File: src/rtl/fb_readback_pkg.sv
// Shared raytracer definitions used by the framebuffer readback path:
// frame geometry, dump header bytes and the readback FSM encoding.
package fb_readback_pkg;

   // Native framebuffer geometry (640x480, one 24-bit pixel per address).
   localparam int FRAME_W      = 640;
   localparam int FRAME_H      = 480;
   localparam int FRAME_PIXELS = FRAME_W * FRAME_H;

   // Two-byte sync header that precedes every dump so the host can align.
   localparam logic [7:0] HDR0_BYTE = 8'hA5;
   localparam logic [7:0] HDR1_BYTE = 8'h5A;

   // Readback FSM states. IDLE is zero so the reset state decodes to
   // all-quiet outputs.
   typedef enum logic [2:0] {
      ST_IDLE    = 3'd0,
      ST_HDR0    = 3'd1,
      ST_HDR1    = 3'd2,
      ST_FETCH   = 3'd3,
      ST_CAPTURE = 3'd4,
      ST_SEND_R  = 3'd5,
      ST_SEND_G  = 3'd6,
      ST_SEND_B  = 3'd7
   } fb_state_e;

   // True in the states that present a byte to the transmitter.
   function automatic logic is_tx_state(input fb_state_e s);
      return (s == ST_HDR0) || (s == ST_HDR1) ||
             (s == ST_SEND_R) || (s == ST_SEND_G) || (s == ST_SEND_B);
   endfunction

   // Byte presented in each transmitting state; zero everywhere else so
   // tx_data reads 0x00 whenever tx_valid is low (including reset).
   function automatic logic [7:0] tx_byte(input fb_state_e s, input logic [23:0] px);
      logic [7:0] b;
      b = 8'h00;
      case (s)
         ST_HDR0:   b = HDR0_BYTE;
         ST_HDR1:   b = HDR1_BYTE;
         ST_SEND_R: b = px[23:16];
         ST_SEND_G: b = px[15:8];
         ST_SEND_B: b = px[7:0];
         default:   b = 8'h00;
      endcase
      return b;
   endfunction

endpackage

File: src/rtl/fb_readback.sv
// Framebuffer readback: streams a 2-byte header then every pixel as R,G,B
// bytes to a UART transmitter using a valid/ready handshake.
// All byte-facing outputs decode directly from registered state, so they
// hold steady across transmitter stalls and drop to zero on reset.
module fb_readback
   import fb_readback_pkg::*;
#(
   parameter int NUM_PIXELS = FRAME_PIXELS,
   parameter int ADDR_W     = 19
) (
   input  logic              clk,
   input  logic              rst_n,
   input  logic              start,
   input  logic              abort,
   output logic              busy,
   output logic              done,
   output logic              fb_rd_en,
   output logic [ADDR_W-1:0] fb_addr,
   input  logic [23:0]       fb_data,
   output logic [7:0]        tx_data,
   output logic              tx_valid,
   input  logic              tx_ready
);

   // Address of the final pixel; the counter stops here and never wraps.
   localparam logic [ADDR_W-1:0] LAST_ADDR = ADDR_W'(NUM_PIXELS - 1);

   fb_state_e         state_q, state_d;
   logic [ADDR_W-1:0] count_q, count_d;
   logic [23:0]       pixel_q, pixel_d;
   logic              done_q,  done_d;
   logic              tx_fire;

   // Output decode from registered state (no combinational path from inputs).
   always_comb begin
      tx_valid = is_tx_state(state_q);
      tx_data  = tx_byte(state_q, pixel_q);
      fb_rd_en = (state_q == ST_FETCH);
   end

   assign tx_fire = tx_valid && tx_ready;
   assign busy    = (state_q != ST_IDLE);
   assign done    = done_q;
   assign fb_addr = count_q;

   // Next-state logic: abort overrides everything outside IDLE.
   always_comb begin
      state_d = state_q;
      count_d = count_q;
      pixel_d = pixel_q;
      done_d  = 1'b0;

      if (abort && (state_q != ST_IDLE)) begin
         state_d = ST_IDLE;
      end else begin
         case (state_q)
            ST_IDLE: begin
               // abort in the same cycle as start suppresses the request
               if (start && !abort) begin
                  state_d = ST_HDR0;
                  count_d = '0;
               end
            end
            ST_HDR0: begin
               if (tx_fire) state_d = ST_HDR1;
            end
            ST_HDR1: begin
               if (tx_fire) state_d = ST_FETCH;
            end
            ST_FETCH: begin
               // single-cycle read strobe; data returns next cycle
               state_d = ST_CAPTURE;
            end
            ST_CAPTURE: begin
               pixel_d = fb_data;
               state_d = ST_SEND_R;
            end
            ST_SEND_R: begin
               if (tx_fire) state_d = ST_SEND_G;
            end
            ST_SEND_G: begin
               if (tx_fire) state_d = ST_SEND_B;
            end
            ST_SEND_B: begin
               if (tx_fire) begin
                  if (count_q == LAST_ADDR) begin
                     done_d  = 1'b1;
                     state_d = ST_IDLE;
                  end else begin
                     count_d = count_q + ADDR_W'(1);
                     state_d = ST_FETCH;
                  end
               end
            end
            default: begin
               state_d = ST_IDLE;
            end
         endcase
      end
   end

   // State, counter, pixel and done registers with asynchronous reset.
   always_ff @(posedge clk or negedge rst_n) begin
      if (!rst_n) begin
         state_q <= ST_IDLE;
         count_q <= '0;
         pixel_q <= '0;
         done_q  <= 1'b0;
      end else begin
         state_q <= state_d;
         count_q <= count_d;
         pixel_q <= pixel_d;
         done_q  <= done_d;
      end
   end

endmodule

File: config.mk
export PLATFORM = sky130hd
export DESIGN_NAME = fb_readback
export DESIGN_NICKNAME = d
export VERILOG_FILES = /design/src/rtl/fb_readback_pkg.sv /design/src/rtl/fb_readback.sv
export SDC_FILE = /design/constraint.sdc
export NUM_CORES = 1
export LEC_CHECK = 0
export ABC_AREA = 1
export CORE_AREA = 8 8 80 82
export DETAILED_ROUTE_END_ITERATION = 10
export DIE_AREA = 0 0 88 90
export PLACE_DENSITY = 0.87
export SYNTH_ARGS = -nofsm -noshare
export SYNTH_HDL_FRONTEND = slang
export SYNTH_SLANG_ARGS = --single-unit
export TNS_END_PERCENT = 10
File: constraint.sdc
create_clock -name clk -period 4.7 [get_ports clk]
set_input_delay 1.41 -clock clk [delete_from_list [all_inputs] [get_ports clk]]
set_output_delay 1.41 -clock clk [all_outputs]
set_load 0.02 [all_outputs]
==> results of run 1 <==
## routing by layer
metal | vias to the layer above | GRT usage [%]
li1 | 1220 | -
met1 | 1195 | 23.6
met2 | 70 | 29.7
met3 | 14 | 4.09
met4 | 0 | 7.60
met5 | - | 0
## stage by stage
step	utilization, %	area, sq um	hold slack, ps	cells
after CTS	66.0	3460	513	465
after global placement	64.0	3350	483	458
final	66.0	3460	513	465
after floorplan	-	2730	474	335
after global routing	66.0	3460	522	465
after detailed placement	64.0	3350	493	458
## worst min-delay path by stage
stage | from | end | slack, ps
2_1_floorplan | pixel_q[11] | pixel_q[11] | 470
3_3_place_gp | pixel_q[21] | pixel_q[21] | 480
3_5_place_dp | pixel_q[4] | pixel_q[4] | 490
4_1_cts | pixel_q[4] | pixel_q[4] | 510
5_1_grt | pixel_q[1] | pixel_q[1] | 520
6_report | pixel_q[23] | pixel_q[23] | 510
## synth_stat cells
| cell | instances |
|---|---|
| buf_4 | 2 |
| a21oi_1 | 3 |
| xor2_1 | 1 |
| o21ai_1 | 3 |
| a31oi_1 | 8 |
| inv_2 | 1 |
| inv_1 | 29 |
| nand3b_1 | 1 |
| ha_1 | 5 |
| mux2_2 | 24 |
| buf_6 | 3 |
| nand4_1 | 8 |
| nor4_1 | 1 |
| o21ai_2 | 10 |
| nor2_1 | 24 |
| nor3_1 | 3 |
| nand2_1 | 97 |
| o211ai_1 | 2 |
| or2_2 | 6 |
| nand2_2 | 1 |
| o21ai_0 | 19 |
| dfrtp_1 | 47 |
| o21bai_1 | 5 |
| clkbuf_1 | 2 |
| nor2_2 | 1 |
| nand3_1 | 26 |
| buf_2 | 3 |
## registers in the layout, indices dropped and copies added, names as in the netlist
signal   cells
done         1
fb_addr     19
pixel_q     24
state_q      3
## power by group through the flow
stage	combinational, W	clock (W)	sequential [W]
2_1_floorplan	0.000457	0	0.000576
3_3_place_gp	0.000596	0	0.000590
3_5_place_dp	0.000612	0	0.000597
4_1_cts	0.000618	0.000301	0.000588
5_1_grt	0.000676	0.000313	0.000604
6_report	0.000614	0.000290	0.000590
## layout make-up
| cell class | count | share of cell area [%] |
|---|---|---|
| timing repair buffer | 61 | 17.4 |
| clock inverter | 2 | 1.09 |
| tap | 72 | 2.61 |
| clock buffer | 5 | 1.99 |
| inverter | 30 | 3.26 |
| multi-input combinational | 248 | 39.6 |
| sequential | 47 | 34.0 |
## cells by family (layout without fill, tap and decap cells)
| family | Yosys count | count (layout) | synth area share, % |
|---|---|---|---|
| AND/OR/NAND/NOR | 168 | 168 | 26.1 |
| multiplexers | 24 | 24 | 9.90 |
| adder cells (fa/ha/maj) | 5 | 5 | 2.29 |
| flip-flops | 47 | 47 | 43.1 |
| XOR/XNOR | 1 | 1 | 0.321 |
| buffers and inverters | 40 | 98 | 6.74 |
| AO/OA/AOI/OAI | 50 | 50 | 11.5 |
==> flow_metrics.env, run 1 <==
export IMPL_synth_top_area_share_pct=43.1
export IMPL_required_ps=3290
export IMPL_post_cts_resized=0
export IMPL_drt_drc_violations_left=0
export IMPL_antenna_found_initial=0
export IMPL_grt_max_degree=48
export IMPL_path_class="flip-flop to output pin"
export IMPL_p_seq_share_pct=39.5
export IMPL_vdd_drop_max_v=0.000271
export IMPL_path_delay_family="buffers and inverters"
export IMPL_syn_area_sq_mm=0.00273
export IMPL_setup_ws_ps=904
export IMPL_ff2ff_setup_slack_ps=2490
export IMPL_core_area_sq_mm=0.00524
export IMPL_clkTransAtPathRegs_ps=90
export IMPL_clkPwrFrac_pct=19.4
export IMPL_die_height_um=90
export IMPL_cp_arrival_ps=2390
export IMPL_mostFrequentLayoutCell="nand2_1"
export IMPL_end_kind="output pin"
export IMPL_powerDensity_mw_per_mm2=432
export IMPL_area_delta_synth_final_pct=26.6
export IMPL_hold_viol=0
export IMPL_grt_ovfl_total=0
export IMPL_gp_congestion=0.947
export IMPL_max_freq_mhz=263
export IMPL_dr_wl_met3_um=352
export IMPL_dieArea_sq_mm=0.00792
export IMPL_yosysWarnings=0
export IMPL_start_kind="flip-flop"
export IMPL_ant_nets=0
export IMPL_wirelength_mm=6.69
export IMPL_synth_cells=335
export IMPL_root_buffer="clkbuf_8"
export IMPL_final_cell_mix="nand2_1, clkdlybuf4s50_1, dfrtp_1"
export IMPL_period_minus_slack_ps=3800
export IMPL_worst_pin_slew_ps=1050
export IMPL_grt_total_usage_pct=18.7
export IMPL_p_sw_share_pct=36.9
export IMPL_insertion_delay_ps=300
export IMPL_worst_path_stages=7
export IMPL_path_max_fanout=30
export IMPL_status="finished clean"
export IMPL_vias_per_cell=5.37
export IMPL_hpwl_mm=4.95
export IMPL_route_met2_wl_mm=3.30
export IMPL_multi_input_area_sq_mm=0.00137
export IMPL_drive_above_1_share_pct=13.5
export IMPL_ff2ff_path_depth=6
export IMPL_switching_power_w=0.000551
export IMPL_nets=427
export IMPL_slowest_stage="clkdlybuf4s50_1"
export IMPL_num_vias=2499
export IMPL_topRoutingLayerUsed="met4"
export IMPL_drv_cap=0
export IMPL_crit_chain="ha_1 > nand2_1 > inv_1 > buf_4 > nand2_1 > a31oi_1 > clkdlybuf4s50_1"
export IMPL_crit_buf_inv=3
export IMPL_die_x_um=88
export IMPL_synthesis_nets=369
export IMPL_post_cts_setup_buffer_count=0
export IMPL_slew_headroom_pct=30.0
export IMPL_num_io_pins=60
export IMPL_drt_pass1_iterations=4
export IMPL_postCtsHoldBufs=0
export IMPL_finClkSkew_ps=4.90
export IMPL_drt_iter0_drc=169
export IMPL_grt_pass1_vias=2436
export IMPL_yosysSeqAreaShare_pct=43.1
export IMPL_r2r_end="pixel_q[15]"
export IMPL_rows=27
export IMPL_p_int_w=0.000943
export IMPL_syn_area_per_cell_sq_um=8.15
export IMPL_min_path_cells=1
export IMPL_setup_viol=0
export IMPL_grt_pass1_wl_mm=11.9
export IMPL_post_drt_wl_per_cell_um=14.4
export IMPL_min_path_type="flip-flop to flip-flop"
export IMPL_ys_top_cells_by_area="dfrtp_1, nand2_1, mux2_2"
export IMPL_clockBufferDepth=2
export IMPL_power_w=0.00149
export IMPL_seq_area_sq_mm=0.00118
export IMPL_tritoncts="done"
export IMPL_period_share_pct=80.8
export IMPL_num_fill_cells=406
export IMPL_slowest_delay_ps=640
export IMPL_cts_sinks=47
export IMPL_synth_area_leader_cell="dfrtp_1"
export IMPL_ys_ff_latch=47
export IMPL_ys_types=27
export IMPL_finalSetupTns_ps=0
export IMPL_wl_met1_mm=2.88
export IMPL_r2r_start="state_q[0]"
export IMPL_power_leakage_nw=1.48
export IMPL_critPathCapture="tx_data[4]"
export IMPL_grt_setup_unrepaired="no"
export IMPL_io_buffers=59
export IMPL_combPwrFrac_pct=41.1
export IMPL_cts_made_buffers=5
export IMPL_initial_core_util_pct=52.1
export IMPL_worst_path_most_repeated_cell="nand2_1"
export IMPL_antennaDiodeCount=0
export IMPL_report_final_slew_viol_count=0
export IMPL_cts_htree_levels=2
export IMPL_startpoint="state_q[0]"
export IMPL_dpl_worst_slack_ps=1270
Power figures use the tool's default switching activity.
==> run 2: changes to the inputs <==
- CORE_AREA: 8 8 80 82 -> 8 8 87 89
- DIE_AREA: 0 0 88 90 -> 0 0 95 97
- PLACE_DENSITY: 0.87 -> 0.77
- clock period: 4.7 -> 3.18 ns (I/O delays scaled with it)
==> flow_metrics.env, run 2 (synthesis results as in run 1) <==
export IMPL_crit_buf_inv=3
export IMPL_post_drt_wl_per_cell_um=14.5
export IMPL_cts_sinks=47
export IMPL_grt_ovfl_total=0
export IMPL_die_x_um=95
export IMPL_num_fill_cells=555
export IMPL_required_ps=2230
export IMPL_dpl_worst_slack_ps=309
export IMPL_num_vias=2482
export IMPL_setup_viol=0
export IMPL_cts_htree_levels=2
export IMPL_clkTransAtPathRegs_ps=90
export IMPL_num_io_pins=60
export IMPL_worst_pin_slew_ps=493
export IMPL_vdd_drop_max_v=0.000408
export IMPL_antennaDiodeCount=0
export IMPL_crit_chain="inv_1 > ha_2 > nand2_1 > inv_1 > nand2_1 > a31oi_1 > dlygate4sd2_1"
export IMPL_clkPwrFrac_pct=20.2
export IMPL_power_leakage_nw=1.60
export IMPL_max_freq_mhz=345
export IMPL_status="finished clean"
export IMPL_min_path_type="flip-flop to flip-flop"
export IMPL_gp_congestion=0.862
export IMPL_area_delta_synth_final_pct=28.8
export IMPL_cp_arrival_ps=1950
export IMPL_grt_pass1_wl_mm=11.7
export IMPL_drive_above_1_share_pct=15.3
export IMPL_drt_drc_violations_left=0
export IMPL_root_buffer="clkbuf_8"
export IMPL_drt_iter0_drc=116
export IMPL_path_max_fanout=7
export IMPL_switching_power_w=0.000848
export IMPL_finClkSkew_ps=5.13
export IMPL_cts_made_buffers=5
export IMPL_nets=431
export IMPL_finalHoldWorstSlack_ps=512
export IMPL_path_delay_family="buffers and inverters"
export IMPL_vias_per_cell=5.23
export IMPL_slew_headroom_pct=66.9
export IMPL_slowest_delay_ps=440
export IMPL_drv_cap=0
export IMPL_finalSetupTns_ps=0
export IMPL_setup_ws_ps=278
export IMPL_postCtsHoldBufs=0
export IMPL_tritoncts="done"
export IMPL_core_area_sq_mm=0.00620
export IMPL_mostFrequentLayoutCell="nand2_1"
export IMPL_end_kind="output pin"
export IMPL_start_kind="flip-flop"
export IMPL_hold_viol=0
export IMPL_final_cell_mix="nand2_1, clkdlybuf4s50_1, dfrtp_1"
export IMPL_dieArea_sq_mm=0.00922
export IMPL_period_minus_slack_ps=2900
export IMPL_report_final_slew_viol_count=0
export IMPL_wirelength_mm=6.91
export IMPL_path_class="flip-flop to output pin"
export IMPL_grt_pass1_vias=2388
export IMPL_p_seq_share_pct=39.3
export IMPL_drt_pass1_iterations=4
export IMPL_top_register="pixel_q"
export IMPL_hpwl_mm=5.27
export IMPL_antenna_found_initial=0
export IMPL_largest_reg_flops=24
export IMPL_grt_max_degree=39
export IMPL_die_height_um=97
export IMPL_ant_nets=0
export IMPL_powerDensity_mw_per_mm2=641
export IMPL_io_buffers=59
export IMPL_grt_setup_unrepaired="no"
export IMPL_grt_total_usage_pct=15.6
export IMPL_insertion_delay_ps=300
export IMPL_clockBufferDepth=2
export IMPL_slowest_stage="dfrtp_1"
export IMPL_rows=29
export IMPL_p_sw_share_pct=37.6
export IMPL_period_share_pct=91.3
export IMPL_initial_core_util_pct=44.0
export IMPL_combPwrFrac_pct=40.6
export IMPL_p_int_w=0.00141
-- run 2: changes by cell type in the layout (fill, tap and decap cells not counted), sizes merged --
cell,before,now
clkinv,0,1
dlymetal6s2s,0,5
buf,3,7
clkinvlp,1,0
inv,30,31
dlygate4sd2,0,3
clkdlybuf4s50,58,50
-- run 2: power by group through the flow --
| stage | registers, W | clock network (W) | logic (W) |
|---|---|---|---|
| 6_report | 0.000885 | 0.000455 | 0.000914 |
| 5_1_grt | 0.000907 | 0.000492 | 0.00100 |
| 4_1_cts | 0.000882 | 0.000470 | 0.000921 |
| 3_5_place_dp | 0.000893 | 0 | 0.000926 |
| 3_3_place_gp | 0.000888 | 0 | 0.000906 |
| 2_1_floorplan | 0.000851 | 0 | 0.000676 |
-- run 2: through the flow --
| step | utilization (%) | cells | cell area, sq um | power (W) |
|---|---|---|---|---|
| 2_1_floorplan | - | 335 | 2730 | 0.00153 |
| 3_3_place_gp | 54.6 | 467 | 3390 | 0.00179 |
| 3_5_place_dp | 54.6 | 467 | 3390 | 0.00182 |
| 4_1_cts | 56.4 | 475 | 3500 | 0.00227 |
| 5_1_grt | 56.7 | 475 | 3520 | 0.00240 |
| 6_report | 56.7 | 475 | 3520 | 0.00225 |
-- run 2: metal layers --
layer  vias up  wire length (um)  track usage [%]
met4         0               104             5.17
met5         -                 0                0
met1      1185              3050             20.1
li1       1237                 -                -
met2        52              3450             25.1
met3         8               301             3.32
-- run 2: cell type report --
cell class	instances	area, sq um	area share (%)
multi-input cells	248	1380	39.1
flip-flops and latches	47	1180	33.5
repair buffers	65	639	18.2
inverters	30	113	3.20
well taps	77	96.3	2.74
clock buffers	5	68.8	1.96
clock inverters	3	47.5	1.35
-- run 2: worst reg2reg max path: cells and delay by family (launching register included) --
family                     cells  cell delay (ps)
and+or+nand+nor                3              360
AOI/OAI and AO/OA              1              150
buffers and inverters          3              860
adders and majority gates      1              200
DFF                            1              440
-- run 2: worst paths after layout --
kind,from,endpoint,slack [ps],depth (start not counted)
min in group asynchronous,rst_n,fb_addr[1],620,2
worst min-delay path,pixel_q[16],pixel_q[16],510,1
max in group asynchronous,rst_n,fb_addr[15],2280,2
worst max register to register,state_q[0],fb_addr[8],1060,8
worst min register to register,pixel_q[16],pixel_q[16],510,1
worst max-delay path,state_q[0],tx_data[0],280,7
-- run 2: what timing repair did --
item	4_1_cts	5_1_grt
endpoints found under the setup margin	3	5
buffers inserted	0	0
gates resized for setup	4	7
cloned	0	0
